**src/rtl/conv_win_sched.sv**
```systemverilog
// conv_win_sched: raster-order window sequencer for an external combinational
// K_H x K_W convolution unit. Stride 1, no padding.
//
// For every output position it streams the K_H*K_W window pixels out of a
// single-port IFM SRAM (1-cycle read latency) into win_bus. It then spends one
// cycle letting the conv unit settle on the complete window. The conv result
// is registered and written to the OFM SRAM in the following cycle.
// Each output costs 11 cycles (9 FETCH, 1 LAST, 1 CALC) for a 3x3 kernel.
//
// Ports:
//   clk, rst_n    clock, asynchronous active-low reset
//   start         one-cycle job request, only honoured in IDLE
//   busy, done    job in progress / one-cycle end-of-job pulse
//   ifm_rd_*      IFM SRAM read strobe, address and returned data
//   win_bus       flat window, element (i,j) at [(i*K_W+j)*DATA_WIDTH +: DATA_WIDTH]
//   conv_result   combinational conv unit output for win_bus
//   ofm_wr_*      OFM SRAM write strobe, address and data
//   busy_cycles   (only with CONV_WIN_SCHED_PERF_EN) saturating count of busy cycles
//
// Optional feature macro: CONV_WIN_SCHED_PERF_EN adds the busy_cycles counter.
module conv_win_sched #(
  parameter int unsigned IMG_H      = 5,
  parameter int unsigned IMG_W      = 5,
  parameter int unsigned K_H        = 3,
  parameter int unsigned K_W        = 3,
  parameter int unsigned DATA_WIDTH = 9,
  parameter int unsigned ADDR_W     = 10
) (
  input  logic                              clk,
  input  logic                              rst_n,
  input  logic                              start,
  output logic                              busy,
  output logic                              done,
  output logic                              ifm_rd_en,
  output logic [ADDR_W-1:0]                 ifm_rd_addr,
  input  logic [DATA_WIDTH-1:0]             ifm_rd_data,
  output logic [K_H*K_W*DATA_WIDTH-1:0]     win_bus,
  input  logic [23:0]                       conv_result,
  output logic                              ofm_wr_en,
  output logic [ADDR_W-1:0]                 ofm_wr_addr,
  output logic [23:0]                       ofm_wr_data
`ifdef CONV_WIN_SCHED_PERF_EN
  ,
  output logic [31:0]                       busy_cycles
`endif
);

  localparam int unsigned OUT_H  = IMG_H - K_H + 1;
  localparam int unsigned OUT_W  = IMG_W - K_W + 1;
  localparam int unsigned WinN   = K_H * K_W;
  localparam int unsigned KIdxW  = (WinN > 1) ? $clog2(WinN) : 1;

  localparam logic [ADDR_W-1:0] AOne  = ADDR_W'(1);
  localparam logic [ADDR_W-1:0] ImgWA = ADDR_W'(IMG_W);
  localparam logic [ADDR_W-1:0] OutWA = ADDR_W'(OUT_W);
  localparam logic [ADDR_W-1:0] OutHA = ADDR_W'(OUT_H);
  localparam logic [ADDR_W-1:0] KWA   = ADDR_W'(K_W);
  localparam logic [KIdxW-1:0]  KOne  = KIdxW'(1);
  localparam logic [KIdxW-1:0]  KLast = KIdxW'(WinN - 1);

  // Elaboration-time sanity checks on the geometry.
  if (IMG_H < K_H || IMG_W < K_W) begin : g_bad_geom
    $error("conv_win_sched: IFM smaller than kernel is unsupported");
  end
  if (longint'(IMG_H) * longint'(IMG_W) > (longint'(1) << ADDR_W)) begin : g_bad_addr
    $error("conv_win_sched: ADDR_W too narrow for IMG_H*IMG_W");
  end

  typedef enum logic [2:0] {
    StIdle,
    StFetch,
    StLast,
    StCalc,
    StDone
  } state_e;

  state_e              state_q;
  logic [ADDR_W-1:0]   r_q, c_q;     // output position
  logic [KIdxW-1:0]    k_q;          // tap index within the window
  logic [ADDR_W-1:0]   kr_q, kc_q;   // k_q split into row/col, avoids a divider

  logic [ADDR_W-1:0]   kr_nxt, kc_nxt, r_nxt, c_nxt;
  logic [ADDR_W-1:0]   fetch_addr, win_addr, ofm_addr;
  logic                last_pos, last_tap;
  logic                cap_en;
  logic [KIdxW-1:0]    cap_idx;

  always_comb begin
    kc_nxt = kc_q + AOne;
    kr_nxt = kr_q;
    if (kc_q == KWA - AOne) begin
      kc_nxt = '0;
      kr_nxt = kr_q + AOne;
    end

    c_nxt = c_q + AOne;
    r_nxt = r_q;
    if (c_q == OutWA - AOne) begin
      c_nxt = '0;
      r_nxt = r_q + AOne;
    end

    last_pos = (c_q == OutWA - AOne) && (r_q == OutHA - AOne);
    last_tap = (k_q == KLast);

    // Address of the tap after the current one, and of tap 0 of the next window.
    fetch_addr = (r_q + kr_nxt) * ImgWA + (c_q + kc_nxt);
    win_addr   = r_nxt * ImgWA + c_nxt;
    ofm_addr   = r_q * OutWA + c_q;

    // Read data lags the strobe by one cycle, so tap k lands while k+1 is issued.
    cap_en  = ((state_q == StFetch) && (k_q != '0)) || (state_q == StLast);
    cap_idx = (state_q == StLast) ? KLast : (k_q - KOne);
  end

  always_ff @(posedge clk or negedge rst_n) begin
    if (!rst_n) begin
      state_q     <= StIdle;
      r_q         <= '0;
      c_q         <= '0;
      k_q         <= '0;
      kr_q        <= '0;
      kc_q        <= '0;
      busy        <= 1'b0;
      done        <= 1'b0;
      ifm_rd_en   <= 1'b0;
      ifm_rd_addr <= '0;
      win_bus     <= '0;
      ofm_wr_en   <= 1'b0;
      ofm_wr_addr <= '0;
      ofm_wr_data <= '0;
    end else begin
      done      <= 1'b0;
      ofm_wr_en <= 1'b0;

      for (int unsigned e = 0; e < WinN; e++) begin
        if (cap_en && (cap_idx == KIdxW'(e))) begin
          win_bus[e*DATA_WIDTH +: DATA_WIDTH] <= ifm_rd_data;
        end
      end

      case (state_q)
        StIdle: begin
          if (start) begin
            state_q     <= StFetch;
            busy        <= 1'b1;
            r_q         <= '0;
            c_q         <= '0;
            k_q         <= '0;
            kr_q        <= '0;
            kc_q        <= '0;
            ifm_rd_en   <= 1'b1;
            ifm_rd_addr <= '0;
          end
        end
        StFetch: begin
          if (last_tap) begin
            state_q   <= StLast;
            ifm_rd_en <= 1'b0;
          end else begin
            k_q         <= k_q + KOne;
            kr_q        <= kr_nxt;
            kc_q        <= kc_nxt;
            ifm_rd_addr <= fetch_addr;
          end
        end
        StLast: begin
          state_q <= StCalc;
        end
        StCalc: begin
          // Write lands in the next cycle: first FETCH of the next window or DONE.
          ofm_wr_en   <= 1'b1;
          ofm_wr_data <= conv_result;
          ofm_wr_addr <= ofm_addr;
          k_q         <= '0;
          kr_q        <= '0;
          kc_q        <= '0;
          if (last_pos) begin
            state_q <= StDone;
            done    <= 1'b1;
            r_q     <= '0;
            c_q     <= '0;
          end else begin
            state_q     <= StFetch;
            r_q         <= r_nxt;
            c_q         <= c_nxt;
            ifm_rd_en   <= 1'b1;
            ifm_rd_addr <= win_addr;
          end
        end
        StDone: begin
          state_q <= StIdle;
          busy    <= 1'b0;
        end
        default: begin
          state_q <= StIdle;
          busy    <= 1'b0;
        end
      endcase
    end
  end

`ifdef CONV_WIN_SCHED_PERF_EN
  always_ff @(posedge clk or negedge rst_n) begin
    if (!rst_n) begin
      busy_cycles <= '0;
    end else if ((state_q == StIdle) && start) begin
      busy_cycles <= '0;
    end else if (busy && (busy_cycles != 32'hFFFF_FFFF)) begin
      busy_cycles <= busy_cycles + 32'd1;
    end
  end
`endif

endmodule

```
**config.mk**
```make
export PLATFORM = sky130hd
export DESIGN_NAME = conv_win_sched
export DESIGN_NICKNAME = d
export VERILOG_FILES = /design/src/rtl/conv_win_sched.sv
export SDC_FILE = /design/constraint.sdc
export NUM_CORES = 1
export LEC_CHECK = 0
export CORE_ASPECT_RATIO = 0.9
export CORE_MARGIN = 2
export CORE_UTILIZATION = 40
export DETAILED_ROUTE_END_ITERATION = 6
export PLACE_DENSITY = 0.64
export SLEW_MARGIN = 5
export SYNTH_ARGS = -nofsm -noshare
export SYNTH_HDL_FRONTEND = slang
export SYNTH_SLANG_ARGS = --single-unit
```
**constraint.sdc**
```tcl
create_clock -name clk -period 5.85 [get_ports clk]
set_input_delay 1.4625 -clock clk [delete_from_list [all_inputs] [get_ports clk]]
set_output_delay 1.4625 -clock clk [all_outputs]
set_load 0.05 [all_outputs]
```
Word-level counts from Yosys, hierarchy flattened
Cells that the tools add are included.
{"block": "word_totals", "ff_bits": 176, "output_inout_bits": 129, "input_bits": 36, "word_cells": 112}
{"block": "classes", "addsub": 11, "muxes": 32, "n_reduce_logical": 24, "multipliers": 3, "n_bitwise": 1, "eq_ne": 19}
{"cell": "$mux W10", "count": 11}
{"cell": "$pmux W10 S3", "count": 3}
{"cell": "$add A10 B10 Y10", "count": 5}
{"cell": "$add A10 B1 Y10 const B", "count": 4}
{"cell": "$pmux W10 S2", "count": 2}
{"cell": "$eq A10 B2 Y1 const B", "count": 3}
{"cell": "$mul A10 B3 Y10 const B", "count": 2}
{"cell": "$eq A4 B3 Y1 const B", "count": 4}
{"cell": "$mux W4", "count": 3}
{"cell": "$pmux W3 S4", "count": 1}
{"cell": "$pmux W4 S3", "count": 1}
{"cell": "$logic_and A1 B1 Y1", "count": 11}
{"cell": "$mul A10 B2 Y10 const B", "count": 1}
{"cell": "$mux W3", "count": 3}
{"cell": "$eq A4 B2 Y1 const B", "count": 2}
{"cell": "$eq A4 B4 Y1 const B", "count": 2}
{"cell": "$ne A2 B2 Y1 const B", "count": 4}
{"cell": "$reduce_and A4 Y1", "count": 2}
{"cell": "$eq A3 B2 Y1 const B", "count": 2}
{"cell": "$mux W1", "count": 6}
{"cell": "$reduce_and A2 Y1", "count": 3}
{"cell": "$add A4 B1 Y4 const B", "count": 1}
{"cell": "$eq A4 B1 Y1 const B", "count": 1}
{"cell": "$logic_not A4 Y1", "count": 1}
{"cell": "other kinds (12)", "count": 12}

Depth between registers and ports, before layout
{"block": "logic_depth", "depth_word": 7, "depth_mapped": 30, "mapped_depth_nobuf": 29}

Worst setup path after synthesis
OpenSTA, ideal clock, no wires.
{"block": "synth_timing", "path_kind": "reg2reg", "startpoint": "reg kc_q[6]", "endpoint": "reg ifm_rd_addr[9]", "period_less_slack_ps": 6388, "path_slack_ps": -538, "setup_ps": 79, "n_path_buf": 2, "stages_incl_launch_ff": 27, "t_arrival_ps": 6308, "cell_sequence": "dfrtp_1 -> buf_6 -> or4_4 -> or3_2 -> clkbuf_1 -> xnor2_1 -> ha_1 -> inv_1 -> fa_1 -> nor2b_1 -> o21ai_0 -> a21boi_0 -> o21a_1 -> nor2_1 -> xnor2_1 -> ha_1 -> fa_1 -> inv_1 -> fa_1 -> inv_1 -> ha_1 -> or4_2 -> o22ai_1 -> xnor3_1 -> xnor3_1 -> nor2_1 -> a2bb2oi_1"}
{"block": "synth_between", "elab_chain_len": 7, "word_cells_on_any_way": 10, "classes_between": "add/sub: 4; mul: 1; eq/ne: 1; mux: 4"}
{"element": "from (decl)", "line_no": "80", "source": "logic [ADDR_W-1:0] kr_q, kc_q;"}
{"element": "from (signal assigned)", "line_no": "163", "source": "kc_q <= kc_nxt;"}
{"element": "$eq A10 B2 Y1", "line_no": "91", "source": "if (kc_q == KWA - AOne) begin"}
{"element": "$mux W10", "line_no": "91"}
{"element": "$add A10 B10 Y10", "line_no": "107", "source": "fetch_addr = (r_q + kr_nxt) * ImgWA + (c_q + kc_nxt);"}
{"element": "$mul A10 B3 Y10", "line_no": "107"}
{"element": "$add A10 B10 Y10 *", "line_no": "107"}
{"element": "$mux W10 *", "line_no": "157", "source": "if (last_tap) begin"}
{"element": "$pmux W10 S3 *", "line_no": "142", "source": "case (state_q)"}
{"element": "to (signal assigned)", "line_no": "164", "source": "ifm_rd_addr <= fetch_addr;"}
{"element": "to (signal assigned)", "line_no": "188", "source": "ifm_rd_addr <= win_addr;"}
{"element": "to (decl)", "line_no": "35", "source": "output logic [ADDR_W-1:0] ifm_rd_addr,"}
Mark *: on every way between the ends. The rest lies on a longest branch, timed or not. The select of a mux whose other input is x is not followed.
A chain may end at the register's enable or synchronous reset.

Final worst setup path
{"block": "layout_timing", "startpoint": "reg kc_q[7]", "endpoint": "reg ifm_rd_addr[9]"}
Same word-level chain as after synthesis.

==> results.cfg <==
[run]
max_cap_violations = 0

[route]
drt_iter0_drc = 418
vias = 7681
drcViolationCount = 0
detail_route.wl_per_cell_microns = 17.01
drt.antenna.violating_nets = 0
first_pass_iters = 5
routed_via_density = 4.978
routed_wirelength_microns = 26250

[worst_setup_path]
critPathMaxStageDelay_ps = 580
crit_required_ps = 6220
path_buf_inv = 3
crit_path_max_fanout = 3
worst_ep_arrival_time_ps = 6460
cp-end-kind = flop
cp_top_family = adder cells
cp-start-kind = flop
critPathKind = reg2reg
slowest_stage = or4_4

[global_routing]
first_global_vias = 7653
grt_pass1_wl_microns = 41720
antenna_found_initial = 1
grt_overflow = 0
grt_max_degree = 114
grt.total_usage = 0.1963

[logic_synthesis]
netlist_area_sq_um = 10330
seq_area_frac_synth = 0.4265
synth-async-reset-ratio = 1.000
ys_seq_elements = 176
synth_edf_count = 0
synthesis.nets = 1148
synth_ff_type = dfrtp_1
synth.distinct_cells = 64
ys_warn_count = 0
synth.avg_cell_area_sq_um = 10.29
syn_inst = 1004

[status]
violations = negative setup slack
status = finished, violations left

[cells_and_area]
mostFrequentLayoutCell = dfrtp_1
layout_common_cells = dfrtp_1, clkdlybuf4s50_1, nand2_1
area_delta_synth_final_pct = 28.75
post_route_cells_drive_above_1_share = 0.1542
fin_area_sq_um = 13300
fin_nets = 1331
final_cell_count_no_fill = 1543

[timing]
max_freq_mhz = 164.2
fin_crit_sh = 1.041
hold_ws_ps = 475.3
setup_viol = 1
drv_slew = 0
finalClockSkew_ps = 21.51
worst_slack_ps = -241.6
fin_crit_ps = 6092
setup_tns_ps = -241.6
finalHoldViolCount = 0
worst_slew_pin_slew_ps = 1066
rsz0062_at_grt = yes
relSlewSlack = 0.2870

[power_and_ir_drop]
pwr-share-comb = 0.614
internal_power_mw = 4.337
p_seq_frac = 0.247
clockPowerShare = 0.139
powerDensity_nw_per_um2 = 648.1
power_switching_mw = 4.280
switching_share = 0.4967
leakagePower_nw = 6.172
max-vdd-ir-drop_mv = 0.3032

[cts]
cts.sink_count = 176
h-tree-depth = 4
insertion_delay_ps = 460
path_clk_slew_ps = 80
cts_buffers = 17
cts_hold_buf = 0
cts_tree = done
cts-root-buf = clkbuf_16
clock_path_buffers = 2

[min_path]
hold_class = reg2reg

[floorplan]
rows = 55
start_util = 0.4089
die_h_microns = 156.4
fp.coreArea_sq_um = 25260
chipWidth_microns = 173.4
ios = 165
die_area_sq_um = 27120

[place]
place_inst = 1501
portBuffers = 164
gp_congestion = 0.8626
dpl.hpwl_microns = 19190
postPlaceCellArea_sq_um = 12510
place_ws_ps = -158.8
[routing by layer]
layer	share of wire	global-route usage	up-vias
li1	-	-	3753
met5	0	0	-
met4	0.022	0.05488	0
met1	0.48	0.2726	3744
met2	0.46	0.3141	153
met3	0.040	0.03863	31
[power groups by stage]
stage               logic [mW]  registers [mW]  clock network (mW)
floorplan                 2.14            3.55                   0
global route              5.70            2.20                1.27
detailed placement        5.24            2.14                   0
global placement          5.20            2.12                   0
finish                    5.29            2.13                1.20
CTS                       5.27            2.12                1.23
[worst min-delay path, cell delays in order (launching register included)]
cell,delay (ps)
dfrtp_1,350
nand2_1,50
nand2_1,50
[timing repair]
action,in CTS,in global routing
pin swaps,7,16
resized for setup,4,13
endpoints found under the setup margin,1,5
buffers inserted,5,4
[metrics by stage]
stage                       util  total power, mW
after floorplan                -            5.692
after global placement    0.4953            7.320
after detailed placement  0.4953            7.379
after CTS                 0.5226            8.624
after global routing      0.5265            9.171
final                     0.5265            8.617
[final cells by class]
class,count,area (sq um)
Timing Repair Buffer,195,1888
Inverter,93,349.1
Clock buffer,17,425.4
Antenna cell,1,2.502
Sequential cell,176,4404
Multi-Input combinational cell,704,5594
Clock inverter,15,205.2
Tap cell,342,427.9
Fill cell,2281,11960
[worst paths after layout]
kind	start	slack (ps)	end	cells after the start
max	kc_q[7]$_DFFE_PN0P_	-240	ifm_rd_addr[9]$_DFFE_PN0P_	26
min	ofm_wr_data[15]$_DFFE_PN0P_	480	ofm_wr_data[15]$_DFFE_PN0P_	2
max reg2reg	kc_q[7]$_DFFE_PN0P_	-240	ifm_rd_addr[9]$_DFFE_PN0P_	26
min reg2reg	ofm_wr_data[15]$_DFFE_PN0P_	480	ofm_wr_data[15]$_DFFE_PN0P_	2
max in group asynchronous	rst_n	3770	c_q[8]$_DFFE_PN0P_	2
min in group asynchronous	rst_n	980	kc_q[1]$_DFFE_PN0P_	1
[cells in the mapped netlist (7+ instances only)]
library cell	n	area [sq um]
ha_1	76	950.9
inv_1	91	341.6
xnor2_1	39	341.6
fa_1	32	640.6
nor3_1	8	40.04
o31ai_1	12	90.09
o21a_1	7	52.55
xor2_1	28	245.2
nor2b_1	9	56.30
nand4_1	7	43.79
a21o_1	8	60.06
nand2_1	150	563.0
nor2_1	51	191.4
mux2_2	82	923.4
dfrtp_1	176	4404
o21ai_0	63	315.3
and3_1	10	62.56
clkbuf_1	27	101.4
nand3_1	16	80.08
a21oi_1	32	160.2
[sequential cells by signal, summed over array words and instances, names as in the netlist]
| register | cells |
|---|---|
| win_bus | 81 |
| done | 1 |
| ifm_rd_en | 1 |
| kr_q | 10 |
| c_q | 10 |
| ofm_wr_addr | 10 |
| state_q | 3 |
| ifm_rd_addr | 10 |
| ofm_wr_data | 24 |
| busy | 1 |
| r_q | 10 |
| ofm_wr_en | 1 |
| k_q | 4 |
| kc_q | 10 |
[cells by family (layout without fill, tap and decap cells)]
kind of cell / after synthesis / in the layout / share of synthesized area
AO/OA/AOI/OAI: 152 / 152 / 0.08844
XOR/XNOR: 69 / 69 / 0.06118
adder cells (fa/ha/maj): 108 / 108 / 0.1541
buffers and inverters: 124 / 320 / 0.04616
flip-flops: 176 / 176 / 0.4265
multiplexers: 86 / 86 / 0.09329
other: 0 / 1 / 0
AND/OR/NAND/NOR: 289 / 289 / 0.1304
No activity file was read; power rests on OpenSTA's default activity.
